## config.mk

```make
export PLATFORM = sky130hd
export DESIGN_NAME = div_seq_flat
export DESIGN_NICKNAME = d
export VERILOG_FILES = /design/src/rtl/div_seq_if.sv /design/src/rtl/div_seq.sv /design/src/flat_wrapper.sv
export SDC_FILE = /design/constraint.sdc
export NUM_CORES = 1
export LEC_CHECK = 0
export BUFFER_PORTS_ARGS = -buffer_cell sky130_fd_sc_hd__buf_2
export CORE_UTILIZATION = 25
export CTS_BUF_LIST = sky130_fd_sc_hd__clkbuf_8
export DETAILED_ROUTE_END_ITERATION = 10
export PLACE_DENSITY = 0.41
export SLEW_MARGIN = 20
export SYNTH_ARGS = -nofsm -noshare
export SYNTH_HDL_FRONTEND = slang
export SYNTH_SLANG_ARGS = --single-unit
```

## constraint.sdc

```tcl
create_clock -name CLK -period 2.05 [get_ports CLK]
set_clock_uncertainty 0.15 [all_clocks]
set_input_delay 0.205 -clock CLK [delete_from_list [all_inputs] [get_ports CLK]]
set_output_delay 0.205 -clock CLK [all_outputs]
set_load 0.01 [all_outputs]
```

## src/rtl/div_seq_if.sv

```systemverilog
// div_seq_if: start/busy/done handshake and operand/result bus of div_seq.
//   start        requester -> divider  request a division
//   A, B         requester -> divider  dividend / divisor (N bits, unsigned)
//   Q, R         divider -> requester  quotient / remainder (N bits)
//   busy         divider -> requester  division in progress
//   done         divider -> requester  result valid pulse
//   div_by_zero  divider -> requester  last result came from B==0
// master = requester side, slave = divider side.
interface div_seq_if #(parameter int N = 4);
  logic         start;
  logic [N-1:0] A;
  logic [N-1:0] B;
  logic [N-1:0] Q;
  logic [N-1:0] R;
  logic         busy;
  logic         done;
  logic         div_by_zero;

  modport master (output start, A, B, input Q, R, busy, done, div_by_zero);
  modport slave  (input start, A, B, output Q, R, busy, done, div_by_zero);
endinterface

```

## src/rtl/div_seq.sv

```systemverilog
// div_seq: sequential unsigned restoring divider, one quotient bit per clock.
//   Q = A / B, R = A % B; N iterations after the accepting edge.
//   B == 0 short-circuits to DONE with Q = all ones, R = A, div_by_zero = 1.
// Ports:
//   CLK      system clock, rising edge
//   n_reset  asynchronous active-low reset
//   bus      div_seq_if.slave (start, A, B in; Q, R, busy, done, div_by_zero out)
// Optional feature macro: DIV_CHECK_EN
//   Defined   -> operands are captured and every non-zero-divisor result is checked
//                against Q*B + R == A and R < B by an immediate assertion.
//   Undefined -> no capture registers, no checker; port behaviour unchanged.
module div_seq #(
  parameter int N = 4
) (
  input  logic      CLK,
  input  logic      n_reset,
  div_seq_if.slave  bus
);
  localparam int CW = $clog2(N + 1);

  typedef enum logic [1:0] {IDLE, CALC, DONE} state_t;

  state_t        state, state_nxt;
  logic [N:0]    rem;
  logic [N-1:0]  quo;
  logic [N-1:0]  dvs;
  logic [CW-1:0] cnt;
  logic [N-1:0]  q_r, r_r;
  logic          dbz_r;

  logic          accept, last, b_zero;
  logic [N:0]    t, rem_nxt;
  logic          ge;
  logic [N-1:0]  quo_nxt;

  // New requests are only taken when no division is running.
  assign accept = ((state == IDLE) || (state == DONE)) && bus.start;
  assign b_zero = (bus.B == '0);
  assign last   = (cnt == CW'(1));

  // One restoring step. rem[N] is always 0 after a restore, but if it were
  // set the shifted value would exceed any divisor, so it forces a subtract.
  always_comb begin
    t       = {rem[N-1:0], quo[N-1]};
    ge      = rem[N] | (t >= {1'b0, dvs});
    rem_nxt = ge ? (t - {1'b0, dvs}) : t;
    quo_nxt = {quo[N-2:0], ge};
  end

  // State register
  always_ff @(posedge CLK or negedge n_reset) begin
    if (!n_reset) state <= IDLE;
    else          state <= state_nxt;
  end

  // Next-state logic
  always_comb begin
    state_nxt = state;
    case (state)
      IDLE:    if (accept) state_nxt = b_zero ? DONE : CALC;
      CALC:    if (last)   state_nxt = DONE;
      DONE:    if (accept) state_nxt = b_zero ? DONE : CALC;
               else        state_nxt = IDLE;
      default: state_nxt = IDLE;
    endcase
  end

  // Outputs
  always_comb begin
    bus.busy        = (state == CALC);
    bus.done        = (state == DONE);
    bus.Q           = q_r;
    bus.R           = r_r;
    bus.div_by_zero = dbz_r;
  end

  // Datapath; Q/R/div_by_zero only change when a new result is produced.
  always_ff @(posedge CLK or negedge n_reset) begin
    if (!n_reset) begin
      rem   <= '0;
      quo   <= '0;
      dvs   <= '0;
      cnt   <= '0;
      q_r   <= '0;
      r_r   <= '0;
      dbz_r <= 1'b0;
    end else if (accept) begin
      if (b_zero) begin
        q_r   <= '1;
        r_r   <= bus.A;
        dbz_r <= 1'b1;
      end else begin
        rem <= '0;
        quo <= bus.A;
        dvs <= bus.B;
        cnt <= CW'(N);
      end
    end else if (state == CALC) begin
      rem <= rem_nxt;
      quo <= quo_nxt;
      cnt <= cnt - CW'(1);
      if (last) begin
        q_r   <= quo_nxt;
        r_r   <= rem_nxt[N-1:0];
        dbz_r <= 1'b0;
      end
    end
  end

`ifdef DIV_CHECK_EN
  logic [N-1:0] A_cap, B_cap;

  always_ff @(posedge CLK or negedge n_reset) begin
    if (!n_reset) begin
      A_cap <= '0;
      B_cap <= '0;
    end else if (accept) begin
      A_cap <= bus.A;
      B_cap <= bus.B;
    end
  end

  // Sampled on the edge that closes the done cycle, while Q/R still hold.
  always @(posedge CLK) begin
    if (n_reset && (state == DONE) && !dbz_r) begin
      assert ((((2*N)'(q_r) * (2*N)'(B_cap)) + (2*N)'(r_r) == (2*N)'(A_cap))
              && (r_r < B_cap))
      else $error("div_seq self-check: A=%0d B=%0d Q=%0d R=%0d", A_cap, B_cap, q_r, r_r);
    end
  end
`endif

endmodule

```

## src/flat_wrapper.sv

```systemverilog
// flat-port wrapper written by rule: the top's interface ports become plain ports
module div_seq_flat 
#(
  parameter int N = 4
)
  (CLK, n_reset, bus_start, bus_A, bus_B, bus_Q, bus_R, bus_busy, bus_done, bus_div_by_zero);
  div_seq_if #(.N(N)) bus_i ();
  input  logic CLK;
  input  logic n_reset;
  input wire logic [$bits(bus_i.start)-1:0] bus_start;
  input wire logic [$bits(bus_i.A)-1:0] bus_A;
  input wire logic [$bits(bus_i.B)-1:0] bus_B;
  output wire logic [$bits(bus_i.Q)-1:0] bus_Q;
  output wire logic [$bits(bus_i.R)-1:0] bus_R;
  output wire logic [$bits(bus_i.busy)-1:0] bus_busy;
  output wire logic [$bits(bus_i.done)-1:0] bus_done;
  output wire logic [$bits(bus_i.div_by_zero)-1:0] bus_div_by_zero;
  assign bus_i.start = bus_start;
  assign bus_i.A = bus_A;
  assign bus_i.B = bus_B;
  assign bus_Q = bus_i.Q;
  assign bus_R = bus_i.R;
  assign bus_busy = bus_i.busy;
  assign bus_done = bus_i.done;
  assign bus_div_by_zero = bus_i.div_by_zero;
  div_seq #(.N(N)) u_core (.CLK(CLK), .n_reset(n_reset), .bus(bus_i));
endmodule
```

Yosys cells after proc, flatten, opt, wreduce, memory -nomap -nowiden
Cells that the tools add are included.

word-level totals
  register bits = 27
  output and inout bits = 11
  word-level logic and storage cells = 57

operators by class
  add/subtract/negate cells = 2
  order comparisons = 1
  equal/unequal tests = 7
  multiplexer cells = 27
  bitwise logic cells = 2
  reduce and logical (&&, ||, !) cells = 10

operators with widths
  kind                                                    number
  two-way mux 4 bit                                       11
  two-way mux 5 bit                                       4
  two-way mux 3 bit                                       3
  two-way mux 2 bit                                       4
  one-hot mux 2 bit (3 select lines)                      1
  AND reduction 2 bit                                     3
  >= comparator 5 x 4 -> 1 bit                            1
  subtractor 5 x 4 -> 5 bit                               1
  zero test 4 bit                                         1
  two-way mux 1 bit                                       4
  inequality test 2 x 1 -> 1 bit (second input constant)  2
  inequality test 2 bit (second input constant)           2
  nonzero test 2 bit                                      2
  == test 3 x 1 -> 1 bit (second input constant)          1
  AND reduction 3 bit                                     1
  subtractor 3 x 1 -> 3 bit (second input constant)       1
  == test 2 x 1 -> 1 bit (second input constant)          1
  == test 2 bit (second input constant)                   1
  zero test 2 bit                                         1
  logical AND 1 bit                                       1
  logical OR 1 bit                                        1
  NOT 1 bit                                               1
  bitwise OR 1 bit                                        1

Longest topological paths before layout
  word-level depth = 6
  depth in mapped cells = 8
  gate-level depth less buffers = 8

Worst setup path before layout
OpenSTA, ideal clock, no wires.

  path kind = register -> register
  start point = register u_core.dvs[1]
  end point = register u_core.r_r[2] (netlist: u_core.bus.R[2])
  library setup time = 0.082 ns
  arrival time = 1.796 ns
  data required time = 1.818 ns
  slack = 0.022 ns
  cell stages (with the launch flop) = 8
  clock period less this slack = 2.028 ns
  path through = dfrtp_1 > inv_1 > ha_1 > nor2b_1 > o31a_1 > nor2_2 > mux2_2 > a31oi_1

on the way
  word-level cells in the longest chain between the ends = 6
  elaborated cells between the ends (all ways) = 7
  those cells by class = add/sub (1); order compare (1); mux (4); bitwise (1)

ends and longest elaborated chain
  item                          RTL line        text
  start: declaration            div_seq.sv:26   logic [N-1:0] dvs;
  start signal: assignment      div_seq.sv:95   dvs <= bus.B;
  >= comparator 5 x 4 -> 1 bit  div_seq.sv:45   ge = rem[N] | (t >= {1'b0, dvs});
  bitwise OR 1 bit              div_seq.sv:45
  two-way mux 5 bit (*)         div_seq.sv:46   rem_nxt = ge ? (t - {1'b0, dvs}) : t;
  two-way mux 4 bit (*)         div_seq.sv:102  if (last) begin
  two-way mux 4 bit (*)         div_seq.sv:98   end else if (state == CALC) begin
  two-way mux 4 bit (*)         div_seq.sv:87   end else if (accept) begin
  end signal: assignment        div_seq.sv:90   r_r <= bus.A;
  end signal: assignment        div_seq.sv:104  r_r <= rem_nxt[N-1:0];
  end: declaration              div_seq.sv:28   logic [N-1:0] q_r, r_r;

Mark *: on every way between the ends. The rest lies on a longest branch, timed or not. The select of a mux whose other input is x is not followed.
A chain may end at the register's enable or synchronous reset.

Final worst setup path
  start point = register u_core.rem[0]
  end point = register u_core.r_r[3] (netlist: u_core.bus.R[3])

on the way
  word-level cells in the longest chain between the ends = 6
  elaborated cells between the ends (all ways) = 7
  those cells by class = add/sub (1); order compare (1); mux (4); bitwise (1)

ends and longest elaborated chain
  item                          RTL line        text
  start: declaration            div_seq.sv:24   logic [N:0] rem;
  start signal: assignment      div_seq.sv:99   rem <= rem_nxt;
  >= comparator 5 x 4 -> 1 bit  div_seq.sv:45
  bitwise OR 1 bit              div_seq.sv:45
  two-way mux 5 bit (*)         div_seq.sv:46
  two-way mux 4 bit (*)         div_seq.sv:102
  two-way mux 4 bit (*)         div_seq.sv:98
  two-way mux 4 bit (*)         div_seq.sv:87

Marked as above.

==> flow_summary_export.csv <==
group,metric,value,unit
route,drt_wl_total,3.125,mm
sta,setup_ws,-0.03876,ns
die,die_w,74.84,um
logic_synthesis,ys_seq_elements,27,
power,p_leak,0.0008144,uW
placement,port_buffers,21,
clock_tree,clk-insertion-delay-late,0.27,ns
logic_synthesis,avgSynthCellArea,9.406,um2
setup_path,cp.arrival,2.14,ns
route,vias,1118,
die,num_rows,26,
placement,dpl.hpwl,2.323,mm
logic_synthesis,yosysWarnings,0,
placement,gp_congestion,0.8165,
sta,min_period,2.089,ns
clock_tree,clk_pin_slew_worst_paths,0.10,ns
sta,final_hold_viol_count,0,
logic_synthesis,syn_area,1326,um2
die,dieArea,5600,um2
setup_path,end_kind,"flip-flop",
sta,finalMaxSlewViolations,0,
finish,area_growth,31.04,%
job,drv_cap,0,
logic_synthesis,yosysTopAreaCell,"dfrtp_1",
grt,grt_max_degree,28,
clock_tree,cts_buffers,3,
setup_path,critPathMaxFanout,3,
finish,nNetsFinal,201,
logic_synthesis,ys_seq_area_frac,0.5094,
logic_synthesis,synth_top_area_share,0.5094,
die,pin_count,22,
sta,rsz0062_at_grt,"true",
clock_tree,clockRootBuffer,"clkbuf_8",
route,drc_errors,0,
die,core_area,5107,um2
route,drtPass1Iterations,6,
clock_tree,cts_buffer_depth,2,
sta,relSlewSlack,0.5842,
grt,grt_pass1_vias,1085,
clock_tree,cts_tree,"done",
logic_synthesis,synth_cell_types,33,
route,drtIter0Drc,38,
status,violations,"setup timing",
sta,tightest_slew,0.6238,ns
placement,placed_cells,239,
logic_synthesis,yosys-top-cells-area,"dfrtp_1, nand2_1, ha_1",
grt,grtUsageTotal,0.1195,
finish,drive_gt1_frac,0.2747,
logic_synthesis,syn_inst,141,
min_path,hp-class,"primary input to flip-flop",
sta,fin_crit_sh,1.019,
grt,gr-total-overflow,0,
sta,setup_viol,3,
die,fp.dieH,74.84,um
route,vias_per_cell,4.437,
placement,pre_cts_ws,-0.001564,ns
power,vdd_drop_max,570.9,uV
logic_synthesis,syn-num-nets,159,
setup_path,r2r_slack,-0.04,ns
clock_tree,htreeDepth,1,
route,wl_per_cell,12.40,um
finish,mostFrequentLayoutCells,"dfrtp_1, nand2_1, buf_2, buf_4, nor2_1",
clock_tree,cts_sinks,27,
grt,grt_first_pass_wirelength,5.050,mm
route,ant_nets,0,
finish,layout_commonest_cell,"dfrtp_1",
finish,diodes,0,
setup_path,crit_type,"flip-flop to flip-flop",
finish,final_cells,252,
die,initial_utilization,0.2597,
power,power_density,1779,nW/um2
status,outcome,"finished, violations left",
sta,clock.fmax,478.8,MHz
grt,antenna_found_initial,0,
setup_path,critPathRequiredTime,2.10,ns
setup_path,start_kind,"flip-flop",
==> flip-flops by register name (all words and copies together), names as in the netlist <==
register and cells:
u_core.bus.div_by_zero 1, u_core.rem 5, u_core.bus.R 4, u_core.cnt 3, u_core.quo 4, u_core.bus.Q 4
u_core.state 2, u_core.dvs 4
==> where the power goes <==
part           internal (uW)  switching (uW)  leakage (uW)  total, uW
combinational            907             928      0.000473       1840
sequential               797             155      0.000315        951
clock                    134             170     0.0000269        305
total                   1840            1250      0.000814       3090
==> kinds of logic (layout without fill, tap and decap cells) <==
logic type               after synthesis  after routing  share of synthesized area
XOR/XNOR                               1              1                   0.006605
adder cells (fa/ha/maj)                7              7                    0.07170
buffers and inverters                 13             54                    0.03868
multiplexers                           3              3                    0.02358
AO/OA/AOI/OAI                         33             33                     0.1566
AND/OR/NAND/NOR                       57             57                     0.1934
flip-flops                            27             27                     0.5094
==> synthesized netlist by cell type <==
master    number
dfrtp_1       27
nand2_1       27
nor2_1        15
o21ai_0       11
inv_1          8
a31oi_1        7
ha_1           6
nor2b_1        4
a21oi_1        3
nand2b_1       3
o22a_1         3
a21o_1         2
buf_2          2
clkbuf_1       2
mux2i_1        2
o21ai_1        2
a211oi_1       1
and3_1         1
fa_1           1
inv_2          1
mux2_2         1
nand3_1        1
nand4_1        1
nor2_2         1
nor3_1         1
nor4_1         1
nor4b_1        1
o21a_1         1
o31a_1         1
o32a_1         1
o41ai_1        1
or4_4          1
xnor2_1        1
==> critical path: stages, from the launching register on <==
cell and delay (ns):
dfrtp_1 0.40, ha_1 0.31, nor2b_4 0.13, o31a_1 0.35
or4_4 0.51, a31oi_1 0.18
==> what timing repair did <==
| item | CTS | global route |
|---|---|---|
| hold buffers | 4 | 0 |
| buffers inserted | 0 | 5 |
| setup endpoints to repair | 3 | 16 |
| pin swaps | 1 | 4 |
| gates resized for setup | 0 | 9 |
| hold endpoints to repair | 30 | 0 |
==> final cells by class <==
class	instances	area, um2
Fill cell	531	3369
Clock inverter	1	3.754
Timing Repair Buffer	41	265.3
Tap cell	70	87.58
Inverter	9	33.78
Sequential cell	27	675.6
Clock buffer	3	41.29
Multi-Input combinational cell	101	630.6
==> per-layer routing <==
layer / GRT usage / routed length, um / vias to the layer above
li1: - / - / 562
met1: 0.1611 / 1495 / 537
met2: 0.1982 / 1557 / 19
met3: 0.01740 / 72 / 0
met4: 0.03774 / 0 / 0
met5: 0 / 0 / -
==> worst paths after layout <==
check                                       start                     end  cells after the start
hold reg to reg            u_core.bus.div_by_zero  u_core.bus.div_by_zero                      2
setup reg to reg                    u_core.rem[0]         u_core.bus.R[3]                      5
min in group asynchronous                 n_reset         u_core.bus.Q[2]                      2
setup / recovery                    u_core.rem[0]         u_core.bus.R[3]                      5
max in group asynchronous                 n_reset           u_core.dvs[2]                      2
hold / removal                           bus_B[1]           u_core.dvs[1]                      3
==> metrics by stage <==
step,instance area (um2),hold WS [ns],power [uW],setup TNS [ns],util
after CTS,1669,0.01010,2919,-0.05127,0.3268
after global routing,1738,0.04676,3373,-0.5125,0.3403
final,1738,0.02924,3091,-0.05309,0.3403
after floorplan,1326,-0.2406,2030,0,-
after detailed placement,1584,0.1124,2588,-0.002888,0.3101
after global placement,1584,0.1030,2591,0,0.3101
(Power assumes the default switching activity.)
